File: config.mk
export PLATFORM = sky130hd
export DESIGN_NAME = register_file
export DESIGN_NICKNAME = d
export VERILOG_FILES = /design/src/rtl/register_file.sv
export SDC_FILE = /design/constraint.sdc
export NUM_CORES = 2
export LEC_CHECK = 0
export BUFFER_PORTS_ARGS = -buffer_cell sky130_fd_sc_hd__buf_2
export CAP_MARGIN = 20
export CORE_ASPECT_RATIO = 0.75
export CORE_MARGIN = 10
export CORE_UTILIZATION = 57
export CTS_CLUSTER_DIAMETER = 40
export CTS_CLUSTER_SIZE = 40
export DETAILED_ROUTE_END_ITERATION = 8
export PLACE_DENSITY = 0.8
export SETUP_SLACK_MARGIN = 0.3
export SLEW_MARGIN = 20
export SYNTH_ARGS = -nofsm -noshare
export SYNTH_HDL_FRONTEND = slang
export SYNTH_SLANG_ARGS = --single-unit
File: constraint.sdc
create_clock -name clk -period 31.1 [get_ports clk]
set_clock_uncertainty 0.1 [all_clocks]
set_input_delay 0 -clock clk [delete_from_list [all_inputs] [get_ports clk]]
set_output_delay 0 -clock clk [all_outputs]
set_load 0.05 [all_outputs]
File: src/rtl/register_file.sv
// Architectural register file with per-entry ROB rename tags and combinational operand read/bypass.
// Reads are zero-latency; commits land in storage on the next edge; rdy=0 freezes all state.
module register_file #(
  parameter int ROB_BITS = 3
) (
  input  logic                clk,
  input  logic                rst,
  input  logic                rdy,
  input  logic                clear,
  input  logic                commit_en,
  input  logic [4:0]          commit_reg,
  input  logic [31:0]         commit_val,
  input  logic [ROB_BITS-1:0] commit_rob_id,
  input  logic                dep_en,
  input  logic [4:0]          dep_reg,
  input  logic [ROB_BITS-1:0] dep_rob_id,
  input  logic [4:0]          rs1,
  input  logic [4:0]          rs2,
  output logic [ROB_BITS-1:0] rob_qid1,
  output logic [ROB_BITS-1:0] rob_qid2,
  input  logic                rob_q1_ready,
  input  logic [31:0]         rob_q1_val,
  input  logic                rob_q2_ready,
  input  logic [31:0]         rob_q2_val,
  output logic [31:0]         val1,
  output logic                has_dep1,
  output logic [ROB_BITS-1:0] dep1,
  output logic [31:0]         val2,
  output logic                has_dep2,
  output logic [ROB_BITS-1:0] dep2
);

  logic [31:0]         val_q [32];
  logic [31:0]         val_d [32];
  logic [ROB_BITS-1:0] tag_q [32];
  logic [ROB_BITS-1:0] tag_d [32];
  logic [31:0]         dep_vld_q;
  logic [31:0]         dep_vld_d;

  logic                commit_live;

  assign commit_live = rdy && !clear && commit_en;

  // Rename is applied after commit so it wins when both hit the same entry.
  always_comb begin
    val_d     = val_q;
    tag_d     = tag_q;
    dep_vld_d = dep_vld_q;
    if (rdy) begin
      if (clear) begin
        dep_vld_d = '0;
      end else begin
        if (commit_en && commit_reg != 5'd0) begin
          val_d[commit_reg] = commit_val;
          if (dep_vld_q[commit_reg] && tag_q[commit_reg] == commit_rob_id)
            dep_vld_d[commit_reg] = 1'b0;
        end
        if (dep_en && dep_reg != 5'd0) begin
          dep_vld_d[dep_reg] = 1'b1;
          tag_d[dep_reg]     = dep_rob_id;
        end
      end
    end
  end

  always_ff @(posedge clk or posedge rst) begin
    if (rst) begin
      val_q     <= '{default: '0};
      tag_q     <= '{default: '0};
      dep_vld_q <= '0;
    end else begin
      val_q     <= val_d;
      tag_q     <= tag_d;
      dep_vld_q <= dep_vld_d;
    end
  end

  logic [4:0]          rs       [2];
  logic                q_ready  [2];
  logic [31:0]         q_val    [2];
  logic [31:0]         rd_val   [2];
  logic                rd_has   [2];
  logic [ROB_BITS-1:0] rd_dep   [2];
  logic [ROB_BITS-1:0] rd_qid   [2];

  assign rs[0]      = rs1;
  assign rs[1]      = rs2;
  assign q_ready[0] = rob_q1_ready;
  assign q_ready[1] = rob_q2_ready;
  assign q_val[0]   = rob_q1_val;
  assign q_val[1]   = rob_q2_val;

  // Operand resolution: storage, then same-cycle commit bypass, then ROB forwarding.
  always_comb begin
    for (int p = 0; p < 2; p++) begin
      rd_qid[p] = tag_q[rs[p]];
      rd_val[p] = '0;
      rd_has[p] = 1'b0;
      rd_dep[p] = '0;
      if (rs[p] == 5'd0) begin
        rd_val[p] = '0;
      end else if (!dep_vld_q[rs[p]]) begin
        rd_val[p] = val_q[rs[p]];
      end else if (commit_live && commit_reg == rs[p] && commit_rob_id == tag_q[rs[p]]) begin
        rd_val[p] = commit_val;
      end else if (q_ready[p]) begin
        rd_val[p] = q_val[p];
      end else begin
        rd_has[p] = 1'b1;
        rd_dep[p] = tag_q[rs[p]];
      end
    end
  end

  assign rob_qid1 = rd_qid[0];
  assign rob_qid2 = rd_qid[1];
  assign val1     = rd_val[0];
  assign has_dep1 = rd_has[0];
  assign dep1     = rd_dep[0];
  assign val2     = rd_val[1];
  assign has_dep2 = rd_has[1];
  assign dep2     = rd_dep[1];

endmodule

==> out/results.ini <==
[floorplanning]
fp.dieW_um = 408
start_util = 0.576
core_area_sq_um = 112000
num_rows = 106
die_height_um = 311
io_pins = 208
die_area_sq_um = 127000

[placement]
portBuffers = 207
hpwl_um = 121000
gp_congestion = 0.942
dp.cells = 5904
placed_area_sq_um = 66100
place_ws_ns = 25.85

[final_layout]
layout_commonest_cell = dfrtp_1
layout-drive-gt1-share = 0.478
final_core_util = 0.635
layoutNonFillerInstCount = 6193
final_area_sq_um = 71100
nets = 4698
layout_common_cells = dfrtp_1 (1152), mux2_2 (1109), mux4_2 (518)
syn_to_final_growth_pct = 10.3

[clocking]
cts_root_buf = clkbuf_16
numCtsBuffers = 120
cts_htree_levels = 3
clock_latency_ns = 0.76
clk_pin_slew_ns = 0.06
cts_sinks = 1152
cts_tree = done
clock_tree.buffer_depth = 3
post_cts_resized = 0
post_cts_buffers = 0

[job]
max_cap_violations = 0

[logic_synthesis]
synthArstFlopShare = 1.00
synth_edf_count = 0
synth_top_area_share = 0.447
synthesis.nets = 4756
ys_seq_area_frac = 0.447
synthFlopType = dfrtp_1
synth_top_cells_by_area = dfrtp_1 (45%), mux2_2 (19%), mux4_2 (18%), mux2i_1 (4.1%), clkbuf_1 (1.9%)
netlist_instances = 4626
synth.cell_area_sq_um = 64500
ys_seq_elements = 1152
synth_top_cell_by_area = dfrtp_1
avgSynthCellArea_sq_um = 13.9
synth.distinct_cells = 68
yosysWarnings = 0

[power]
power.leakage_nw = 31.7
switching_share = 0.289
ir_drop_mv = 0.0485
seq_power_share = 0.437
pwr-share-comb = 0.156
p_switching_mw = 1.13
pwr-share-clk = 0.407
p_int_mw = 2.78
total_power_mw = 3.91
power_density_nw_per_um2 = 54.9

[route]
wl_per_cell_um = 34.4
drc = 0
first_pass_iters = 6
dr.first_iter.drc_count = 6367
routed_wl_um = 213000
num_vias = 46361
ant_nets = 0
viasPerCell = 7.49

[timing]
hold_viol = 0
rsz0062_at_grt = false
period_needed_ns = 5.09
tightest_slew_ns = 1.26
slew_viol_final = 0
setup_viol = 0
fmax_mhz = 196
tns_ns = 0
slew_headroom = 0.153
worst_slack_ns = 26.01
hold_slack_ns = 0.0472
timing.final.crit_share = 0.164

[critical_path]
crit_arrival_ns = 4.99
cp_slowest_cell = buf_4
critPathRequiredTime_ns = 31.00
cpLargestDelayFamily = buffers and inverters
worstPathCellList = buf_8 -> buf_12 -> buf_4 -> mux4_2 -> a21oi_1 -> a32o_1 -> xnor2_2 -> buf_4 -> nor2_1 -> nor4_1 -> buf_2
crit_fanout = 103
worstSetupPathType = input port to output pin
start_kind = input port
path_buf_inv = 5
endpoint_kind = output pin
cpPeakStageDelay_ns = 0.93
cpMostUsedCell = buf_4

[global_route]
grt_pass1_vias = 46644
grt.total_usage = 0.326
use_met1 = 0.447
met3_usage = 0.139
gr-total-overflow = 0
met2_usage = 0.453
top_usage_layer = met2
grt_max_degree = 163
grt_first_pass_wirelength_um = 313000
antenna_found_initial = 10

[status]
outcome = finished clean

[hold_path]
hold_class = input port to async pin

synth_stat cells (all sizes together) (2+ instances only):
cell type	n
or3b	4
nor3	12
o221ai	7
a221oi	78
or3	8
inv	13
or2	5
and3	9
o22ai	23
a211oi	3
nand2b	4
nor2b	11
mux4	518
nand4	9
nor4	9
nand3	82
buf	207
a22oi	57
dfrtp	1152
mux2	1110
clkbuf	328
nand3b	8
a32o	2
nand2	89
nor2	92
a22o	23
nor4b	2
and2	10
nor3b	10
o31ai	34
xor2	10
xnor2	8
a31oi	81
and3b	6
a21oi	119
o21ai	118
mux2i	265
o211ai	81
worst reg2reg max path, cell delays in order, from the launching register on:
cell	delay, ns
dfrtp_1	0.43
mux4_2	0.54
a22oi_1	0.24
nand4_1	0.14
xnor2_1	0.60
a41o_1	0.26
nand2_1	0.06
dlygate4sd3_1	0.57
a21o_1	0.18
dlygate4sd3_1	0.55
flip-flops by register name (all words and copies together) (netlist names):
register	count
dep_vld_q	32
val_q	1024
tag_q	96
power groups by stage:
stage / clock network, mW / logic (mW) / registers (mW)
4_1_cts: 1.59 / 0.599 / 1.70
2_1_floorplan: 0 / 0.444 / 1.70
6_report: 1.59 / 0.611 / 1.71
3_3_place_gp: 0 / 0.578 / 1.71
5_1_grt: 1.66 / 0.640 / 1.72
3_5_place_dp: 0 / 0.591 / 1.73
per-layer routing:
layer | wire, um | share of wire
met2 | 90300 | 0.42
met4 | 9490 | 0.045
met1 | 80100 | 0.38
met5 | 25 | 0.00012
met3 | 32800 | 0.15
cell type report:
class,count,area (sq um)
Fill cell,8048,40800
Multi-Input combinational cell,2926,33500
Sequential cell,1152,28800
Clock buffer,130,3120
Timing Repair Buffer,355,2430
Tap cell,1512,1890
Clock inverter,99,1270
Inverter,13,52.6
Antenna cell,6,15.0
worst paths after layout:
path | from | endpoint | slack [ns] | cells after the start
max | rs2[0] | dep2[2] | 26.01 | 11
min | rst | val_q[628]$_DFFE_PP0P_ | 0.05 | 4
max reg2reg | tag_q[1]$_DFFE_PP0P_ | dep_vld_q[13]$_DFFE_PP0P_ | 27.33 | 9
min reg2reg | val_q[1020]$_DFFE_PP0P_ | val_q[1020]$_DFFE_PP0P_ | 0.31 | 0
max in group asynchronous | rst | val_q[199]$_DFFE_PP0P_ | 26.24 | 9
min in group clk | clear | dep_vld_q[0]$_DFFE_PP0P_ | 0.11 | 4
what timing repair did:
item | in CTS | in global routing
endpoints found under the hold margin | 1185 | 0
hold buffers | 52 | 0
endpoints found under the setup margin | 0 | 0
kinds of logic (layout without fill, tap and decap cells):
logic type | Yosys count | count (layout) | share of synthesized area
multiplexers | 1893 | 1893 | 0.416
flip-flops | 1152 | 1152 | 0.447
AO/OA/AOI/OAI | 642 | 642 | 0.0674
buffers and inverters | 548 | 597 | 0.0386
AND/OR/NAND/NOR | 373 | 373 | 0.0285
XOR/XNOR | 18 | 18 | 0.00268
other | 0 | 6 | 0
No activity file was read; power rests on OpenSTA's default activity.
